## src/rtl/unified_mem_arbiter.sv

```systemverilog
// unified_mem_arbiter: one single-port memory shared by instruction fetch and
// load/store. One access in flight at a time, fixed read latency, one-cycle
// valid pulse back to whichever requester won arbitration.
//
// state | meaning
// IDLE  | no access in flight; arbitrates on the sampled requests
// ISSUE | mem_en high for the granted access (one cycle)
// WAIT  | counting down the memory read latency, captures mem_rdata at zero
// RESP  | owner's valid pulse is high; requests ignored

module unified_mem_arbiter #(
    parameter int MEM_LAT    = 1,
    parameter int STARVE_MAX = 4
) (
    input  logic        clk,
    input  logic        rst,
    input  logic        if_req,
    input  logic [31:0] if_addr,
    output logic [31:0] if_rdata,
    output logic        if_valid,
    input  logic        d_req,
    input  logic [3:0]  d_we,
    input  logic [31:0] d_addr,
    input  logic [31:0] d_wdata,
    output logic [31:0] d_rdata,
    output logic        d_valid,
    output logic        mem_en,
    output logic [3:0]  mem_we,
    output logic [31:0] mem_addr,
    output logic [31:0] mem_wdata,
    input  logic [31:0] mem_rdata,
    output logic        busy
);

    localparam int              SW         = $clog2(STARVE_MAX + 1);
    localparam logic [SW-1:0]   STARVE_TOP = SW'(STARVE_MAX);
    localparam logic [1:0]      LAT_INIT   = 2'(MEM_LAT - 1);

    typedef enum logic [1:0] {
        IDLE  = 2'd0,
        ISSUE = 2'd1,
        WAIT  = 2'd2,
        RESP  = 2'd3
    } state_t;

    state_t        state_q;
    state_t        state_d;
    logic          grant;
    logic          grant_if;
    logic [1:0]    lat_cnt_q;
    logic [SW-1:0] starve_q;
    logic          owner_if_q;

    // State register.
    always_ff @(posedge clk or posedge rst) begin
        if (rst) begin
            state_q <= IDLE;
        end else begin
            state_q <= state_d;
        end
    end

    // Next-state and arbitration decision. Data wins a tie unless fetch has
    // been passed over STARVE_MAX times in a row.
    always_comb begin
        state_d  = state_q;
        grant    = 1'b0;
        grant_if = 1'b0;
        case (state_q)
            IDLE: begin
                if (if_req || d_req) begin
                    grant    = 1'b1;
                    grant_if = if_req && (!d_req || (starve_q == STARVE_TOP));
                    state_d  = ISSUE;
                end
            end
            ISSUE: state_d = WAIT;
            WAIT: begin
                if (lat_cnt_q == 2'd0) begin
                    state_d = RESP;
                end
            end
            RESP:    state_d = IDLE;
            default: state_d = IDLE;
        endcase
    end

    // Memory-side strobes, latency counter, read capture and valid pulses.
    always_ff @(posedge clk or posedge rst) begin
        if (rst) begin
            mem_en     <= 1'b0;
            mem_we     <= 4'b0;
            mem_addr   <= 32'b0;
            mem_wdata  <= 32'b0;
            if_rdata   <= 32'b0;
            d_rdata    <= 32'b0;
            if_valid   <= 1'b0;
            d_valid    <= 1'b0;
            lat_cnt_q  <= 2'd0;
            owner_if_q <= 1'b0;
            busy       <= 1'b0;
        end else begin
            if_valid <= 1'b0;
            d_valid  <= 1'b0;
            busy     <= (state_d != IDLE);
            case (state_q)
                IDLE: begin
                    if (grant) begin
                        mem_en     <= 1'b1;
                        owner_if_q <= grant_if;
                        if (grant_if) begin
                            mem_addr <= if_addr;
                            mem_we   <= 4'b0;
                        end else begin
                            mem_addr  <= d_addr;
                            mem_we    <= d_we;
                            mem_wdata <= d_wdata;
                        end
                    end
                end
                ISSUE: begin
                    mem_en    <= 1'b0;
                    mem_we    <= 4'b0;
                    lat_cnt_q <= LAT_INIT;
                end
                WAIT: begin
                    if (lat_cnt_q == 2'd0) begin
                        // Writes land here too; the captured word is simply
                        // whatever the macro returns.
                        if (owner_if_q) begin
                            if_rdata <= mem_rdata;
                            if_valid <= 1'b1;
                        end else begin
                            d_rdata <= mem_rdata;
                            d_valid <= 1'b1;
                        end
                    end else begin
                        lat_cnt_q <= lat_cnt_q - 2'd1;
                    end
                end
                default: ;
            endcase
        end
    end

    // Count data grants that pass over a waiting fetch; any fetch grant clears.
    always_ff @(posedge clk or posedge rst) begin
        if (rst) begin
            starve_q <= '0;
        end else if (grant) begin
            if (grant_if) begin
                starve_q <= '0;
            end else if (if_req && (starve_q != STARVE_TOP)) begin
                starve_q <= starve_q + 1'b1;
            end
        end
    end

endmodule

```

## config.mk

```make
export PLATFORM = sky130hd
export DESIGN_NAME = unified_mem_arbiter
export DESIGN_NICKNAME = d
export VERILOG_FILES = /design/src/rtl/unified_mem_arbiter.sv
export SDC_FILE = /design/constraint.sdc
export NUM_CORES = 1
export LEC_CHECK = 0
export BUFFER_PORTS_ARGS = -buffer_cell sky130_fd_sc_hd__buf_2
export CAP_MARGIN = 20
export CORE_UTILIZATION = 50
export CTS_BUF_LIST = sky130_fd_sc_hd__clkbuf_4 sky130_fd_sc_hd__clkbuf_8 sky130_fd_sc_hd__clkbuf_16
export DETAILED_ROUTE_END_ITERATION = 8
export PLACE_DENSITY = 0.91
export SLEW_MARGIN = 20
export SYNTH_ARGS = -nofsm -noshare
export SYNTH_HDL_FRONTEND = slang
export SYNTH_SLANG_ARGS = --single-unit
```

## constraint.sdc

```tcl
create_clock -name clk -period 13.55 [get_ports clk]
set_input_delay 3.3875 -clock clk [delete_from_list [all_inputs] [get_ports clk]]
set_output_delay 3.3875 -clock clk [all_outputs]
set_load 0.005 [all_outputs]
```

==> impl_metrics.yaml <==
run_status:
  outcome: "finished, final reports clean"
die:
  die_h_um: 109
  start_util: 0.522
  rows: 38
  coreArea_um2: 11000
  dieArea_um2: 11900
  dieWidth_um: 109
  ioPinCount: 272
critical_path:
  startpoint_type: "input port"
  path_max_fanout: 64
  required_ns: 13.85
  cp-end-kind: "flop"
  path_cells: "buf_2 -> and3_1 -> nor2_4 -> buf_4 -> mux2_2"
  crit_slowest_cell: "buf_4"
  crit_family: "buffers and inverters"
  critPathKind: "input port to flop"
  path_buf_inv: 2
  slowest_delay_ns: 0.57
  arrival_ns: 4.90
power:
  ir_drop_v: 0.000167
  seqPwrFrac: 0.381
  p_comb_frac: 0.368
  p_sw_mw: 0.601
  pwr-share-clk: 0.251
  cellPowerDensity_nw_per_um2: 254
  cell_internal_pwr_mw: 1.39
  leakage_nw: 3.95
  switching_share: 0.302
clock_network:
  post_cts_buffers: 0
  cts_hold_buf: 0
  cts.sinks: 144
  clk_pin_slew_ns: 0.06
  cts_tree: "yes"
  tritoncts.num_buffers: 17
  cts_max_level: 4
  cts_resized: 0
  cts-root-buf: "clkbuf_16"
  clock_path_buffers: 2
  insertion_delay_ns: 0.42
routing:
  drtIter0Drc: 239
  viasPerCell: 5.27
  wl_mm: 14.5
  routedWlPerCell_um: 18.0
  ant_nets: 0
  via_count: 4272
  drc: 0
  drtPass1Iterations: 4
grt:
  grt_usage: 0.244
  grt-ovfl-total: 0
  grt_pass1_vias: 4346
  grt_pass1_wl_mm: 21.4
  antenna_found_initial: 0
  grt_max_degree: 80
layout:
  num-nets-final: 799
  final_common_cell: "buf_2"
  multi_input_area_um2: 1990
  syn2layout_area_growth_pct: 36.2
  final_cell_mix: "buf_2, dfrtp_1, mux2_2"
  ff_latch_area_um2: 3600
  fin_util: 0.711
  antennaDiodeCount: 0
  nFillCells: 743
  drive_gt1_frac: 0.610
place:
  io_buffers: 271
  hpwl_mm: 10.3
  place.gp.congestion: 0.822
sta:
  fin_crit_ns: 4.60
  tightest_slew_ns: 0.983
  tns_ns: 0
  rsz0062_at_grt: "false"
  maxSlewViolCount: 0
  finalCritPeriodShare: 0.339
  hold_violations: 0
  fmax_mhz: 218
  setup_viol: 0
  timing.slew.headroom: 0.345
  fin_skew_ns: 0.00830
synth:
  synth_edf_count: 0
  synth_nets: 525
  async_reset_ff_frac: 1.00
  seq_area_frac_synth: 0.626
  yosysTopAreaCell: "dfrtp_1"
  synth_ff_type: "dfrtp_1"
  synth_top_area_frac: 0.626
  synth-seq-cells: 144
  synth.avg_cell_area_um2: 15.0
  synth_area_leaders: "dfrtp_1, mux2_2, a221o_1, and2_1, mux2_4"
  synth_warnings: 0
  synth.cell_area_um2: 5760
  synthCells: 383
  synth_cell_type_count: 39
flow_run:
  maxCapViolCount: 0
hold_path:
  hold_path.class: "flop to flop"
[metal layers]
metal | vias up | track usage | part of all wire
li1 | 1939 | - | -
met1 | 2088 | 0.265 | 0.36
met2 | 213 | 0.434 | 0.52
met3 | 32 | 0.0788 | 0.084
met4 | 0 | 0.107 | 0.028
met5 | - | 0 | 0
[cells by family (layout without fill, tap and decap cells)]
| family | after synthesis | in the layout | share of synthesized area |
|---|---|---|---|
| buf+inv | 30 | 317 | 0.0309 |
| compound gates | 56 | 56 | 0.0854 |
| simple gates | 51 | 51 | 0.0513 |
| fa+ha+maj | 6 | 6 | 0.0130 |
| mux | 96 | 96 | 0.194 |
| flops | 144 | 144 | 0.626 |
[worst paths after layout]
check / start / end / slack (ns) / cells past startpoint
worst min register to register: mem_wdata[3] / mem_wdata[3] / 0.50 / 1
worst max register to register: state_q[0] / mem_wdata[26] / 11.16 / 6
max in group asynchronous: rst / mem_wdata[16] / 9.07 / 3
worst min-delay path: mem_wdata[3] / mem_wdata[3] / 0.50 / 1
min in group asynchronous: rst / mem_wdata[13] / 3.04 / 2
worst max-delay path: if_req / mem_wdata[26] / 8.95 / 5
[flip-flops by register name, summed over array words and instances (netlist names), 2 cells and up]
register / cells
mem_addr: 32
starve_q: 3
state_q: 2
lat_cnt_q: 2
mem_we: 4
mem_wdata: 32
if_rdata: 32
d_rdata: 32
[final cells by class]
class	count	share of cell area
Multi-Input combinational cell	209	0.254
Clock inverter	10	0.0199
Inverter	10	0.00558
Clock buffer	22	0.0622
Tap cell	140	0.0223
Sequential cell	144	0.459
Timing Repair Buffer	275	0.177
[cell usage after synthesis (2+ instances only)]
library cell  count
dfrtp_1         144
mux2_4            9
ha_1              6
a22o_1            4
a21oi_1           2
nor2_1            4
inv_1             9
nor3_1            2
buf_4             4
nand2b_1          3
clkbuf_1          2
mux2_2           85
buf_2            11
mux2_1            2
o21ai_0           5
o21a_1            2
a21o_1            2
nand2_1           6
and2_1           31
a221o_1          31
[power groups by stage]
| stage | sequential (mW) | combinational [mW] | clock (mW) |
|---|---|---|---|
| after floorplan | 0.769 | 0.415 | 0 |
| final | 0.758 | 0.732 | 0.500 |
| after CTS | 0.758 | 0.742 | 0.508 |
| after detailed placement | 0.759 | 0.732 | 0 |
| after global placement | 0.744 | 0.698 | 0 |
| after global routing | 0.782 | 0.803 | 0.525 |
[per-stage QoR]
step	setup slack [ns]	cell area [µm²]	hold WS (ns)	power [mW]	instances
after floorplan	6.30	5760	0.456	1.18	383
after global placement	8.64	7190	0.466	1.44	778
after CTS	9.01	7840	0.496	2.01	810
final	8.95	7840	0.498	1.99	810
after detailed placement	8.57	7190	0.483	1.49	778
after global routing	8.79	7840	0.515	2.11	810
Power figures use the tool's default switching activity.
